--- src/rtl/axi4_bram_bridge.sv ---
// axi4_bram_bridge: AXI4 burst slave serialising reads and writes onto a single-port BRAM.
module axi4_bram_bridge #(
    parameter int ADDR_W = 22,
    parameter int DATA_W = 32,
    parameter int ID_W   = 4
) (
    input  logic                clk,
    input  logic                rst_n,
    input  logic [ID_W-1:0]     s_awid,
    input  logic [ADDR_W-1:0]   s_awaddr,
    input  logic [7:0]          s_awlen,
    input  logic [2:0]          s_awsize,
    input  logic [1:0]          s_awburst,
    input  logic                s_awvalid,
    output logic                s_awready,
    input  logic [DATA_W-1:0]   s_wdata,
    input  logic [DATA_W/8-1:0] s_wstrb,
    input  logic                s_wlast,
    input  logic                s_wvalid,
    output logic                s_wready,
    output logic [ID_W-1:0]     s_bid,
    output logic [1:0]          s_bresp,
    output logic                s_bvalid,
    input  logic                s_bready,
    input  logic [ID_W-1:0]     s_arid,
    input  logic [ADDR_W-1:0]   s_araddr,
    input  logic [7:0]          s_arlen,
    input  logic [2:0]          s_arsize,
    input  logic [1:0]          s_arburst,
    input  logic                s_arvalid,
    output logic                s_arready,
    output logic [ID_W-1:0]     s_rid,
    output logic [DATA_W-1:0]   s_rdata,
    output logic [1:0]          s_rresp,
    output logic                s_rlast,
    output logic                s_rvalid,
    input  logic                s_rready,
    output logic [ADDR_W-1:0]   addr_a,
    output logic [DATA_W-1:0]   wrdata_a,
    input  logic [DATA_W-1:0]   rddata_a,
    output logic                en_a,
    output logic [DATA_W/8-1:0] we_a,
    output logic                rst_a
);
    typedef enum logic [1:0] {IDLE, WR_DATA, WR_RESP, RD_BURST} state_t;
    state_t state, state_nx;
    logic [ID_W-1:0] id;
    logic [ADDR_W-1:0] addr;
    logic [7:0] len, cnt;
    logic fixed, err, prio_rd, issued_all, infl, infl_last, wp, rp;
    logic [1:0] occ, pend;
    logic [1:0][DATA_W-1:0] fd;
    logic [1:0][1:0] fr;
    logic [1:0] fl;
    logic gw, gr, wr_beat, wr_end, rd_issue, pop;
    always_comb begin
        gw = s_awvalid && (!s_arvalid || !prio_rd);
        gr = s_arvalid && !gw;
        s_awready = state == IDLE && gw;
        s_arready = state == IDLE && gr;
        s_wready = state == WR_DATA;
        wr_beat = s_wready && s_wvalid;
        wr_end = wr_beat && (cnt == len || s_wlast);
        s_bvalid = state == WR_RESP;
        s_bid = s_bvalid ? id : '0;
        s_bresp = s_bvalid && err ? 2'b10 : 2'b00;
        s_rvalid = occ != 2'd0;
        pop = s_rvalid && s_rready;
        s_rid = s_rvalid ? id : '0;
        s_rdata = s_rvalid ? fd[rp] : '0;
        s_rresp = s_rvalid ? fr[rp] : 2'b00;
        s_rlast = s_rvalid && fl[rp];
        // issue only while the skid FIFO can absorb everything already in flight
        pend = occ + {1'b0, infl};
        rd_issue = state == RD_BURST && !issued_all && (pend < 2'd2 || (pop && pend == 2'd2));
        en_a = (wr_beat || rd_issue) && !err;
        we_a = en_a && wr_beat ? s_wstrb : '0;
        addr_a = en_a ? addr : '0;
        wrdata_a = en_a && wr_beat ? s_wdata : '0;
        rst_a = 1'b0;
        state_nx = (state == IDLE && gw) ? WR_DATA :
                   (state == IDLE && gr) ? RD_BURST :
                   wr_end ? WR_RESP :
                   (state == WR_RESP && s_bready) ? IDLE :
                   (state == RD_BURST && pop && s_rlast) ? IDLE : state;
    end
    always_ff @(posedge clk or negedge rst_n) begin
        if (!rst_n) begin
            state <= IDLE;
            id <= '0;
            addr <= '0;
            len <= '0;
            cnt <= '0;
            fixed <= 1'b0;
            err <= 1'b0;
            prio_rd <= 1'b0;
            issued_all <= 1'b0;
            infl <= 1'b0;
            infl_last <= 1'b0;
            wp <= 1'b0;
            rp <= 1'b0;
            occ <= '0;
            fd <= '0;
            fr <= '0;
            fl <= '0;
        end else begin
            state <= state_nx;
            if (s_awready) begin
                id <= s_awid;
                addr <= s_awaddr & ~ADDR_W'(3);
                len <= s_awlen;
                fixed <= s_awburst == 2'b00;
                err <= s_awburst[1] || s_awsize != 3'b010;
                cnt <= '0;
                prio_rd <= 1'b1;
            end
            if (s_arready) begin
                id <= s_arid;
                addr <= s_araddr & ~ADDR_W'(3);
                len <= s_arlen;
                fixed <= s_arburst == 2'b00;
                err <= s_arburst[1] || s_arsize != 3'b010;
                cnt <= '0;
                issued_all <= 1'b0;
                prio_rd <= 1'b0;
            end
            if (wr_beat) cnt <= cnt + 8'd1;
            // wlast disagreeing with the beat count poisons the response
            if (wr_beat && (s_wlast != (cnt == len))) err <= 1'b1;
            if ((wr_beat || rd_issue) && !fixed) addr <= addr + ADDR_W'(4);
            if (rd_issue) begin
                cnt <= cnt + 8'd1;
                issued_all <= cnt == len;
            end
            infl <= rd_issue;
            infl_last <= rd_issue && cnt == len;
            if (infl) begin
                fd[wp] <= err ? '0 : rddata_a;
                fr[wp] <= err ? 2'b10 : 2'b00;
                fl[wp] <= infl_last;
                wp <= ~wp;
            end
            if (pop) rp <= ~rp;
            occ <= occ + {1'b0, infl} - {1'b0, pop};
        end
    end
endmodule

--- config.mk ---
export PLATFORM = sky130hd
export DESIGN_NAME = axi4_bram_bridge
export DESIGN_NICKNAME = d
export VERILOG_FILES = /design/src/rtl/axi4_bram_bridge.sv
export SDC_FILE = /design/constraint.sdc
export NUM_CORES = 1
export LEC_CHECK = 0
export BUFFER_PORTS_ARGS = -buffer_cell sky130_fd_sc_hd__buf_2
export CORE_AREA = 5 5 126 128
export CTS_BUF_LIST = sky130_fd_sc_hd__clkbuf_8
export DETAILED_ROUTE_END_ITERATION = 16
export DIE_AREA = 0 0 131 133
export HOLD_SLACK_MARGIN = 0.02
export PLACE_DENSITY = 0.83
export SETUP_SLACK_MARGIN = 0.5
export SLEW_MARGIN = 25
export SYNTH_ARGS = -nofsm -noshare
export SYNTH_HDL_FRONTEND = slang
export SYNTH_SLANG_ARGS = --single-unit
--- constraint.sdc ---
create_clock -name clk -period 2.2 [get_ports clk]
set_clock_uncertainty 0.1 [all_clocks]
set_input_delay 0.22 -clock clk [delete_from_list [all_inputs] [get_ports clk]]
set_output_delay 0.22 -clock clk [all_outputs]
set_load 0.1 [all_outputs]
* Word-level counts from Yosys, hierarchy flattened
Cells that the tools add are included.
** Storage, ports and cells
- Register bits after elaboration :: 124
- Bits of input ports :: 154
- Output and inout bits :: 110
** Operators by class
- $add $sub $neg :: 4
- Order comparisons :: 4
- Equality and inequality tests :: 8
- Mux-type cells :: 50
- Bitwise gates (word level) :: 2
- Reduce and logical (&&, ||, !) cells :: 43
** Operators with widths (number)
- 32-bit two-way mux :: 6
- 22-bit two-way mux :: 4
- 64-bit bitwise mux :: 1
- 8-bit two-way mux :: 6
- 32-bit demux with 1-bit select :: 1
- 22-bit by 3-bit adder with 22-bit output (second input constant) :: 1
- 2-bit two-way mux :: 11
- 1-bit logical AND :: 21
- 4-bit two-way mux :: 5
- 1-bit two-way mux :: 12
- 8-bit by 1-bit adder with 8-bit output (second input constant) :: 1
- 8-bit equality test :: 1
- 2-bit equality test (second input constant) :: 3
- 1-bit logical NOT :: 6
- 2-bit logical NOT :: 3
- 1-bit logical OR :: 6
- 3-bit by 2-bit != test with 1-bit output (second input constant) :: 2
- 2-bit nonzero test :: 3
- 3-bit nonzero test :: 2
- 5-bit nonzero test :: 1
- 4-bit bitwise mux :: 1
- 1-bit by 2-bit < comparator with 1-bit output (second input constant) :: 2
- 4-bit nonzero test :: 1
- 2-bit by 1-bit adder with 2-bit output :: 1
- 9 further kinds :: 10

* Longest topological paths before layout
Gate-level depths: netlist (run 1).
- Word-level depth :: 9
- Gate-level depth with buffers :: 8
- Depth with buffers taken out :: 6

* Least setup slack after synthesis (run 1)
OpenSTA, ideal clock, no wires.
- Kind :: reg2out
- Start point :: register infl
- End point :: output port addr_a[13]
- Arrival time :: 3651 ps
- Data required time :: 1880 ps
- Slack :: -1771 ps
- Stages on the path, launching flop included :: 7
- Cells stage by stage :: dfrtp_1 ha_1 nand2b_1 a221o_1 a21o_1 buf_2 nor3_1
** Between the ends
- Longest elaborated chain between the ends :: 8
- Elaborated cells between the ends (all ways) :: 9
** RTL lines
- start: declaration :: RTL line 50 : logic fixed, err, prio_rd, issued_all, infl, infl_last, wp, rp;
- start signal: assignment :: RTL line 135 : infl <= rd_issue;
- 2-bit by 1-bit adder with 2-bit output * :: RTL line 74 : pend = occ + {1'b0, infl};
- 2-bit equality test :: RTL line 75 : rd_issue = state == RD_BURST && !issued_all && (pend < 2'd2 || (pop && pend == 2'd2));
- 1-bit logical AND :: RTL line 75
- 1-bit logical OR * :: RTL line 75
- 1-bit logical AND * :: RTL line 75
- 1-bit logical OR * :: RTL line 76 : en_a = (wr_beat || rd_issue) && !err;
- 1-bit logical AND * :: RTL line 76
- 22-bit two-way mux * :: RTL line 78 : addr_a = en_a ? addr : '0;
- end: declaration :: RTL line 38 : output logic [ADDR_W-1:0] addr_a,
Mark *: on every way between the ends. The rest lies on a longest branch, timed or not.

* Final worst setup path (run 1)
- Start point :: register occ[0]
- End point :: output port addr_a[6]
** Between the ends
- Longest elaborated chain between the ends :: 8
- Elaborated cells between the ends (all ways) :: 11
** RTL lines
- start: declaration :: RTL line 51 : logic [1:0] occ, pend;
- start signal: assignment :: RTL line 144 : occ <= occ + {1'b0, infl} - {1'b0, pop};
- 2-bit by 1-bit adder with 2-bit output or 2-bit nonzero test (tied branches) :: RTL line 74, 67
- 2-bit equality test or 1-bit logical AND (tied branches) :: RTL line 75, 68
- 1-bit logical AND :: RTL line 75
- 1-bit logical OR * :: RTL line 75
- 1-bit logical AND * :: RTL line 75
- 1-bit logical OR * :: RTL line 76
- 1-bit logical AND * :: RTL line 76
- 22-bit two-way mux * :: RTL line 78
Marks and branches as above.

==> results of run 1 <==
## worst max-delay path by stage
stage,from,endpoint,slack [ns],cells past startpoint
final,occ[0],addr_a[6],-0.57,8
after global routing,occ[0],addr_a[8],-0.66,8
after CTS,infl,addr_a[4],-0.55,8
after detailed placement,infl,addr[16],-0.17,8
after global placement,occ[0],addr[21],-0.07,8
after floorplan,occ[0],addr_a[13],-0.50,6
## metal layers
layer  part of all wire  vias to the layer above
li1                   -                     3338
met1               0.34                     3882
met2               0.50                      701
met3              0.099                      194
met4              0.056                        0
met5                  0                        -
## cells by family after synthesis
| family | count (synthesis) |
|---|---|
| AND/OR/NAND/NOR | 333 |
| AO/OA/AOI/OAI | 141 |
| flip-flops | 120 |
| buffers and inverters | 72 |
| multiplexers | 54 |
| XOR/XNOR | 12 |
| adder cells (fa/ha/maj) | 5 |
| other | 1 |
## per-stage QoR
| step | power (mW) | hold slack [ns] | setup TNS, ns |
|---|---|---|---|
| after floorplan | 11.78 | -0.1756 | -8.897 |
| after global placement | 14.16 | 0.1606 | -0.8861 |
| after detailed placement | 14.37 | 0.1724 | -3.078 |
| after CTS | 19.43 | 0.02379 | -19.21 |
| after global routing | 22.03 | 0.04144 | -32.60 |
| final | 21.44 | 0.05236 | -25.83 |
## tightest hold or removal path, cell delays in order
cell and delay (ns):
buf_2 0.09, nor3_2 0.05, o21ai_2 0.14, nand2_1 0.05
## timing repair
item                       in CTS  in global routing
hold buffers                   62                  2
resized for setup             259                 54
setup endpoints to repair     150                180
hold endpoints to repair      123                  2
setup buffers                  34                 23
pin swaps                      26                 39
gates cloned                    8                  8
## cells in the final DEF (no fill, tap or decap), types with 15 or more instances in the layout
cell and instances:
o21ai_0 70, dfrtp_1 113, mux2i_1 42, buf_2 148, nand3_1 17, dlygate4sd3_1 64
nor2_1 15, buf_4 33, buf_6 37, nand2b_1 36, inv_1 20, nor2_4 40
clkbuf_8 21, and2_4 57, nand2_1 109, buf_12 120
## flip-flops by register name, summed over array words and instances, names as in the netlist, 2 cells and up
signal	flops
fd	64
addr	20
id	4
occ	2
len	8
cnt	8
fl	2
fr	2
state	2
## where the power goes
part	internal, mW	total [mW]	switching, mW
registers	3.05	3.96	0.912
logic	6.24	15.2	8.99
clock network	1.34	2.26	0.921
total	10.6	21.4	10.8
## cell type report
class                   count  area, um2  area share
inverters                  22      90.09    0.007037
repair buffers            427       5009      0.3913
well taps                 188      235.2     0.01838
clock inverters             9      147.6     0.01153
diodes                      1      2.502   0.0001955
multi-input cells         550       4016      0.3138
clock buffers              21      289.0     0.02258
flip-flops and latches    120       3012      0.2353
==> results.md, run 1 <==
* Outcome: complete, but fails checks
* Violated checks: setup timing
* DRC at 0
* Placed cell count at 1170
* Routed vias/inst at 6.065
* Root Buffer: clkbuf_8
* Initial antenna violation count at 1
* Pre-Repair DR Iteration Count at 7
* Sink Count at 120
* Main flop type after synthesis: dfrtp_1
* M1 GR Usage at 0.3763
* Hold Path Origin: s_arburst[1]
* Fmax at 0.3610 GHz
* Max-slew headroom at 0.5561
* Initial drt markers at 963
* Site row count at 45
* Worst R2R End: addr[8]
* Total GRT Usage at 0.3167
* WP data required at 1.88 ns
* # fillers at 599
* Largest net degree at the start of global routing at 57
* Final core occ at 0.8678
* Pre-CTS setup slack at -0.1651 ns
* Synth Area in Compound Gates at 0.1413
* Buffers on Ports at 254
* I/O pin total at 264
* Sequential fraction of the synthesis area at 0.4552
* Flop2flop setup slack at -0.35 ns
* Top post-synthesis cells by area: dfrtp_1 46%, mux2i_1 6.7%, nand2_1 6.5%
* GRT met3 Usage at 0.08761
* Distinct cells, synth at 50
* Yosys warns at 0
* Crit Reg-Reg Startpoint: occ[0]
* Total CTS buffers at 17
* Most common cell in the netlist: dfrtp_1
* Max FO, Critical Path at 18
* Period utilization at 1.259
* Antenna viol nets, final at 0
* Fin worst setup slack at -0.5697 ns
* Fin area at 0.01280 mm2
* Cells after Synth at 738
* Final wirelength at 32170 um
* Mux contribution to synthesized area at 0.08384
* Post-Synth Adder-Cell Area at 0.009484
* Layout cell share with drive strength beyond 1 at 0.4848
* CP Launch Type: flop
* Met2 usage at 0.5353
* Die W at 131 um
* GP Congestion at 0.8793
* Slew Viols, Final at 0
* Post-synthesis register bit count at 120
* Congestion Overflow GR at 0
* Worst-path clk slew at 0.08 ns
* Worst setup EP type: output pin
* Die area at 0.01742 mm2
* Min-Delay Endpoint: fixed
* Commonest cells post-synth: 120 x dfrtp_1, 114 x nand2_1, 76 x o21ai_0
* Area after DPL at 0.009683 mm2
* Most Crowded Layer GR: met2
* Main combinational cell family by area after synthesis: simple AND/OR/NAND/NOR gates
* Most used cell, CP: buf_12
* Leakage power at 5.975 nW
* Wirelength per Cell at 24.04 um
* Die Y at 133 um
* Final #Nets at 1297
* CP bufs+invs at 2
* Layout area overhead at 94.06%
* Via Count at 8115
* Min Tclk post-route at 2.770 ns
* Crit Path Category: reg -> out
* Vias in the first global route at 7816
* Critical-path top delay cell: dfrtp_1
* Post-route insts no fill at 1338
* Hold WC Path Type: in -> reg
* Final Hold Vio Count at 0
* Finish-stage setup viols at 118
* Core ar. at 0.01475 mm2
* CTS Buffer Depth at 2
* Maxcap violations at 0
* Synth Area per Inst at 8.938 um2
* Pwr/cell area at 1675 mW/mm2
* RSZ-0062 raised after global routing: yes
* Critical path's top delay family: compound AO/OA/AOI/OAI gates
* Leading area contributor after synthesis: dfrtp_1
* Clk Latency, worst-skew pair at 0.44 ns
* CTS tree: done
* Cell Chain, Critical Path: ha_4 > xor2_2 > a221o_1 > a21o_1 > nor2_2 > buf_12 > and2_2 > buf_12
* Area fraction of the dominant cell type after synthesis at 0.4552
* Post-synthesis xor/xnor area fraction at 0.01593
* EDFF count, synth at 0
* Synth Area in Simple Gates at 0.2468
* Hold Crit Depth at 4
* Mapped Area at 0.006596 mm2
* Global-route wire length before repair at 42730 um
* Ys async rst share at 1.000
* CP arrival at 2.45 ns
* Initial Util at 0.4472
* Slew @ Worst Pin at 0.6597 ns
* Maximum VDD drop at 1104 uV
* Dpl hpwl at 14780 um
* Worst R2R Path Depth at 8
* H-Tree Depth at 4
* Crit path largest cell delay at 0.41 ns
Note: power is estimated with default switching activity, not from simulation.
==> inputs of run 2 (changes only) <==
--- a/config.mk
+++ b/config.mk
@@ -13,6 +13,7 @@
 export HOLD_SLACK_MARGIN = 0.02
 export PLACE_DENSITY = 0.83
 export SETUP_SLACK_MARGIN = 0.5
+export SKIP_CTS_REPAIR_TIMING = 1
 export SLEW_MARGIN = 25
 export SYNTH_ARGS = -nofsm -noshare
 export SYNTH_HDL_FRONTEND = slang
==> results.md, run 2 (same netlist as run 1, synthesis figures left out) <==
* Initial Util at 0.4472 (unchanged)
* Worst-path clk slew at 0.07 ns (about the same)
* Initial antenna violation count at 0 (-1)
* Crit Path Category: reg -> out
* Clk Latency, worst-skew pair at 0.44 ns (about the same)
* Post-route insts no fill at 1305 (-2.5%)
* RSZ-0062 raised after global routing: yes
* Flop2flop setup slack at -0.31 ns (+0.04 ns)
* Congestion Overflow GR at 0 (unchanged)
* Global-route wire length before repair at 31130 um (-27%)
* Leakage power at 5.711 nW (-4.4%)
* Maximum VDD drop at 1158 uV (+4.9%)
* Hold WC Path Type: in -> reg
* Wirelength per Cell at 21.08 um (-12%)
* Sink Count at 120 (unchanged)
* Total GRT Usage at 0.2225 (-0.09413)
* Final Hold Vio Count at 0 (unchanged)
* Worst R2R End: addr[21]
* Max reg flops at 64 (unchanged)
* Hold Crit Depth at 3 (-1)
* Fmax at 0.3593 GHz (-0.48%)
* Total power at 20.16 mW (-6.0%)
* Layout area overhead at 85.39%
* Routed vias/inst at 5.675 (-6.4%)
* Maxcap violations at 0 (unchanged)
* Finish-stage setup viols at 95 (-19%)
* Period utilization at 1.265 (+0.006022)
* Layout cell share with drive strength beyond 1 at 0.4843 (about the same)
* GP Congestion at 0.8793 (unchanged)
* Initial drt markers at 673 (-30%)
* Largest net degree at the start of global routing at 57 (unchanged)
* Min-Delay Endpoint: fd[33]
* Vias in the first global route at 6349 (-19%)
* Antenna viol nets, final at 0 (unchanged)
* Pre-CTS setup slack at -0.1651 ns (unchanged)
* Die Y at 133 um (unchanged)
* Area after DPL at 0.009683 mm2 (unchanged)
* Slew @ Worst Pin at 0.6543 ns (-0.005395 ns)
* Final core occ at 0.8290 (-0.03876)
* WP data required at 1.88 ns (about the same)
* Final #Nets at 1265 (-2.5%)
* Max-slew headroom at 0.5597 (+0.003630)
* Site row count at 45 (unchanged)
* Buffers on Ports at 254 (unchanged)
* Root Buffer: clkbuf_8
* H-Tree Depth at 4 (unchanged)
* Hold Path Origin: rddata_a[1]
* Fin worst setup slack at -0.5830 ns (-0.01325 ns)
* Via Count at 7406 (-8.7%)
* Die area at 0.01742 mm2 (unchanged)
* Slew Viols, Final at 0 (unchanged)
* # diodes at 0 (-1)
* Fin area at 0.01223 mm2 (-4.5%)
* Biggest register: fd
* CP arrival at 2.46 ns (about the same)
* Worst setup EP type: output pin
* Dpl hpwl at 14780 um (unchanged)
* Core ar. at 0.01475 mm2 (unchanged)
* DRC at 0 (unchanged)
* Placed cell count at 1170 (unchanged)
* CP Launch Type: flop
* Final wirelength at 27510 um (-14%)
* Die W at 131 um (unchanged)
* Pre-Repair DR Iteration Count at 5 (-2)
* Violated checks: setup timing
* Min Tclk post-route at 2.783 ns (+0.01325 ns)
* CTS tree: done
* Pwr/cell area at 1648 mW/mm2 (-1.6%)
* Most frequent cells in the layout: 148 x buf_2, 113 x dfrtp_1, 113 x buf_12
* Final hold slack at 0.01724 ns (-0.03512 ns)
* I/O pin total at 264 (unchanged)
* Top Registers: fd x64, addr x20
* Outcome: complete, but fails checks
* TNS Setup at -21.21 ns (+4.626 ns)
* Max FO, Critical Path at 18 (unchanged)
* Crit Reg-Reg Startpoint: infl
* CTS Buffer Depth at 2 (unchanged)
* Worst R2R Path Depth at 9 (+1)
* Total CTS buffers at 17 (unchanged)
* Most common cell after layout, fill and taps aside: buf_2
[run 2: critical path: stages (launching register included)]
cell and delay (ns):
dfrtp_1 0.42, ha_4 0.19, xor2_2 0.18, a221o_1 0.37
a21o_1 0.21, nor2_2 0.13, buf_12 0.16, and2_2 0.18
buf_12 0.17
[run 2: area by class of cell]
type	instances	area [um2]
Clock buffer	21	289.0
Clock inverter	9	147.6
Fill cell	713	2522
Inverter	22	90.09
Multi-Input combinational cell	550	4008
Sequential cell	120	3012
Tap cell	188	235.2
Timing Repair Buffer	395	4448
[run 2: power breakdown]
| group | internal, mW | switching [mW] | total (mW) |
|---|---|---|---|
| clock network | 1.34 | 0.870 | 2.21 |
| logic | 5.59 | 8.47 | 14.1 |
| registers | 3.05 | 0.836 | 3.89 |
| total | 9.98 | 10.2 | 20.2 |
[run 2: how the worst max path moves through the flow]
stage / startpoint / endpoint / slack, ns / cells past startpoint
floorplan: occ[0] / addr_a[13] / -0.50 / 6
global placement: occ[0] / addr[21] / -0.07 / 8
detailed placement: infl / addr[16] / -0.17 / 8
CTS: infl / addr_a[3] / -0.57 / 8
global route: infl / addr_a[4] / -0.66 / 8
finish: infl / addr_a[3] / -0.58 / 8
[run 2: layer usage]
layer  GRT usage  part of all wire  vias to the layer above
li1            -                 -                     3281
met1      0.3012              0.37                     3611
met2      0.3547              0.53                      443
met3     0.05531             0.079                       71
met4     0.06114             0.027                        0
met5           0                 0                        -
==> inputs of run 3 (changes only) <==
--- a/config.mk
+++ b/config.mk
@@ -11,7 +11,7 @@
 export DETAILED_ROUTE_END_ITERATION = 16
 export DIE_AREA = 0 0 131 133
 export HOLD_SLACK_MARGIN = 0.02
-export PLACE_DENSITY = 0.83
+export PLACE_DENSITY_LB_ADDON = 0.15
 export SETUP_SLACK_MARGIN = 0.5
 export SKIP_CTS_REPAIR_TIMING = 1
 export SLEW_MARGIN = 25
==> results.md, run 3 (same netlist as run 1, synthesis figures left out) <==
* Outcome: complete, but fails checks
* Violated checks: setup timing
* Vias in the first global route at 6099 (-3.9%)
* Root Buffer: clkbuf_8
* Total GRT Usage at 0.2286 (+0.006098)
* Biggest register: fd
* Flop2flop setup slack at -0.27 ns (+0.04 ns)
* Fin area at 0.01212 mm2 (-0.87%)
* TNS Setup at -21.73 ns (-0.5213 ns)
* Site row count at 45 (unchanged)
* Congestion Overflow GR at 0 (unchanged)
* WP data required at 1.88 ns (about the same)
* Area after DPL at 0.009711 mm2 (+0.28%)
* Crit Reg-Reg Startpoint: occ[0]
* Layout area overhead at 83.78%
* Pwr/cell area at 1609 mW/mm2 (-2.4%)
* Clk Latency, worst-skew pair at 0.47 ns (+0.03 ns)
* Most used cell, CP: buf_12
* Finish-stage setup viols at 95 (unchanged)
* Initial Util at 0.4472 (unchanged)
* Final wirelength at 25010 um (-9.1%)
* Reg power frac at 0.196 (+0.003)
* Core ar. at 0.01475 mm2 (unchanged)
* Global-route wire length before repair at 31520 um (+1.3%)
* Most common cell after layout, fill and taps aside: buf_2
* Pre-CTS setup slack at -0.1519 ns (+0.01311 ns)
* Cell Chain, Critical Path: ha_4 > nand2b_1 > a221o_1 > a21o_1 > nor2_2 > buf_12 > and2_2 > buf_12
* Initial drt markers at 560 (-17%)
* I/O pin total at 264 (unchanged)
* Total CTS buffers at 17 (unchanged)
* Fmax at 0.3595 GHz (about the same)
* CP arrival at 2.46 ns (about the same)
* Post-route insts no fill at 1313 (+0.61%)
* Die area at 0.01742 mm2 (unchanged)
* CTS Buffer Depth at 2 (unchanged)
* Hold Crit Depth at 4 (+1)
* Slew Viols, Final at 0 (unchanged)
* Hold Path Origin: s_araddr[20]
* Most frequent cells in the layout: 148 x buf_2, 118 x buf_12, 115 x dfrtp_1
* Net switching power at 9.858 mW (-3.2%)
* Wirelength per Cell at 19.04 um (-9.6%)
* Maximum VDD drop at 927.7 uV (-20%)
* Clock power share at 0.102 (-0.007)
* Final Hold Vio Count at 0 (unchanged)
* DRC at 0 (unchanged)
* Die Y at 133 um (unchanged)
* Initial antenna violation count at 0 (unchanged)
* Max-slew headroom at 0.6533 (+0.09360)
* Sw Ratio at 0.5053 (about the same)
* Leakage power at 5.691 nW (-0.35%)
* Sink Count at 120 (unchanged)
* Die W at 131 um (unchanged)
* Pre-Repair DR Iteration Count at 7 (+2)
* Final #Nets at 1274 (+0.71%)
* GP Congestion at 0.8523 (-3.1%)
* Maxcap violations at 0 (unchanged)
* Max reg flops at 64 (unchanged)
* Placed cell count at 1177 (+0.60%)
* Crit Path Category: reg -> out
* Period utilization at 1.264 (about the same)
* Antenna viol nets, final at 0 (unchanged)
* H-Tree Depth at 4 (unchanged)
* Worst-path clk slew at 0.07 ns (about the same)
* Worst setup EP type: output pin
* Crit path largest cell delay at 0.42 ns (about the same)
* Hold WC Path Type: in -> reg
* Critical-path top delay cell: dfrtp_1
* Via Count at 7048 (-4.8%)
* CP Launch Type: flop
* Top Registers: fd x64, addr x20
* Internal power at 9.650 mW (-3.3%)
* Dpl hpwl at 15170 um (+2.7%)
* Fin worst setup slack at -0.5816 ns (+0.001395 ns)
* Slew @ Worst Pin at 0.5145 ns (-0.1398 ns)
* Worst R2R Path Depth at 8 (-1)
* Routed vias/inst at 5.368 (-5.4%)
* Min-Delay Endpoint: addr[20]
* Largest net degree at the start of global routing at 41 (-28%)
* # fillers at 849 (+19%)
* # diodes at 0 (unchanged)
* Min Tclk post-route at 2.782 ns (-0.001395 ns)
* Logic pwr share at 0.702 (+0.004)
* CTS tree: done
* Layout cell share with drive strength beyond 1 at 0.4622 (-0.02211)
* Worst R2R End: addr[5]
* Final core occ at 0.8218 (-0.007210)
* Max FO, Critical Path at 18 (unchanged)
* Buffers on Ports at 254 (unchanged)
* RSZ-0062 raised after global routing: yes
## run 3: cell types whose count changed in the layout (fill, tap and decap cells not counted), moves of 5 or more
| cell | change |
|---|---|
| buf_12 | +5 |
| buf_4 | +17 |
| buf_6 | -16 |
| dlygate4sd3_1 | +6 |
| mux2i_1 | +7 |
| mux2i_2 | -7 |
## run 3: per-layer routing
metal | global-route usage | vias to the layer above | wire (um)
met4 | 0.06343 | 0 | 530
met2 | 0.3812 | 315 | 13460
met3 | 0.04239 | 55 | 1578
met1 | 0.3027 | 3389 | 9441
li1 | - | 3289 | -
met5 | 0 | - | 0
## run 3: power groups by stage
stage               combinational [mW]  sequential (mW)  clock, mW
floorplan                         8.22             3.56          0
global placement                  10.5             3.80          0
detailed placement                10.6             3.82          0
CTS                               10.7             3.79       1.99
global route                      14.3             3.94       2.10
finish                            13.7             3.82       1.98
## run 3: through the flow
step	power (mW)	hold WS (ns)
finish	19.51	0.007975
global route	20.30	0.01302
CTS	16.43	-0.3866
detailed placement	14.44	0.1066
global placement	14.30	0.09819
floorplan	11.78	-0.1756
## run 3: final cells by class
type                       count  area, um2  area share
timing repair buffer         403       4476      0.3692
sequential                   120       3009      0.2482
tap                          188      235.2     0.01940
timing repair inverter         1      5.005   0.0004128
clock buffer                  20      275.3     0.02271
inverter                      22      90.09    0.007431
clock inverter                 9      103.9    0.008566
multi-input combinational    550       3929      0.3241
## run 3: worst max-delay path by stage
| stage | from | endpoint | slack (ns) |
|---|---|---|---|
| finish | occ[0] | addr_a[8] | -0.58 |
| global route | occ[0] | addr_a[8] | -0.66 |
| CTS | occ[0] | addr_a[21] | -0.61 |
| detailed placement | occ[0] | addr[5] | -0.15 |
| global placement | occ[0] | addr[21] | -0.09 |
| floorplan | occ[0] | addr_a[13] | -0.50 |
## run 3: worst max-delay path: cells and delay by family (launching register included)
| kind | cells | cell delay, ns |
|---|---|---|
| flip-flops | 1 | 0.42 |
| buffers and inverters | 2 | 0.34 |
| adder cells (fa/ha/maj) | 1 | 0.25 |
| AND/OR/NAND/NOR | 3 | 0.44 |
| AO/OA/AOI/OAI | 2 | 0.54 |
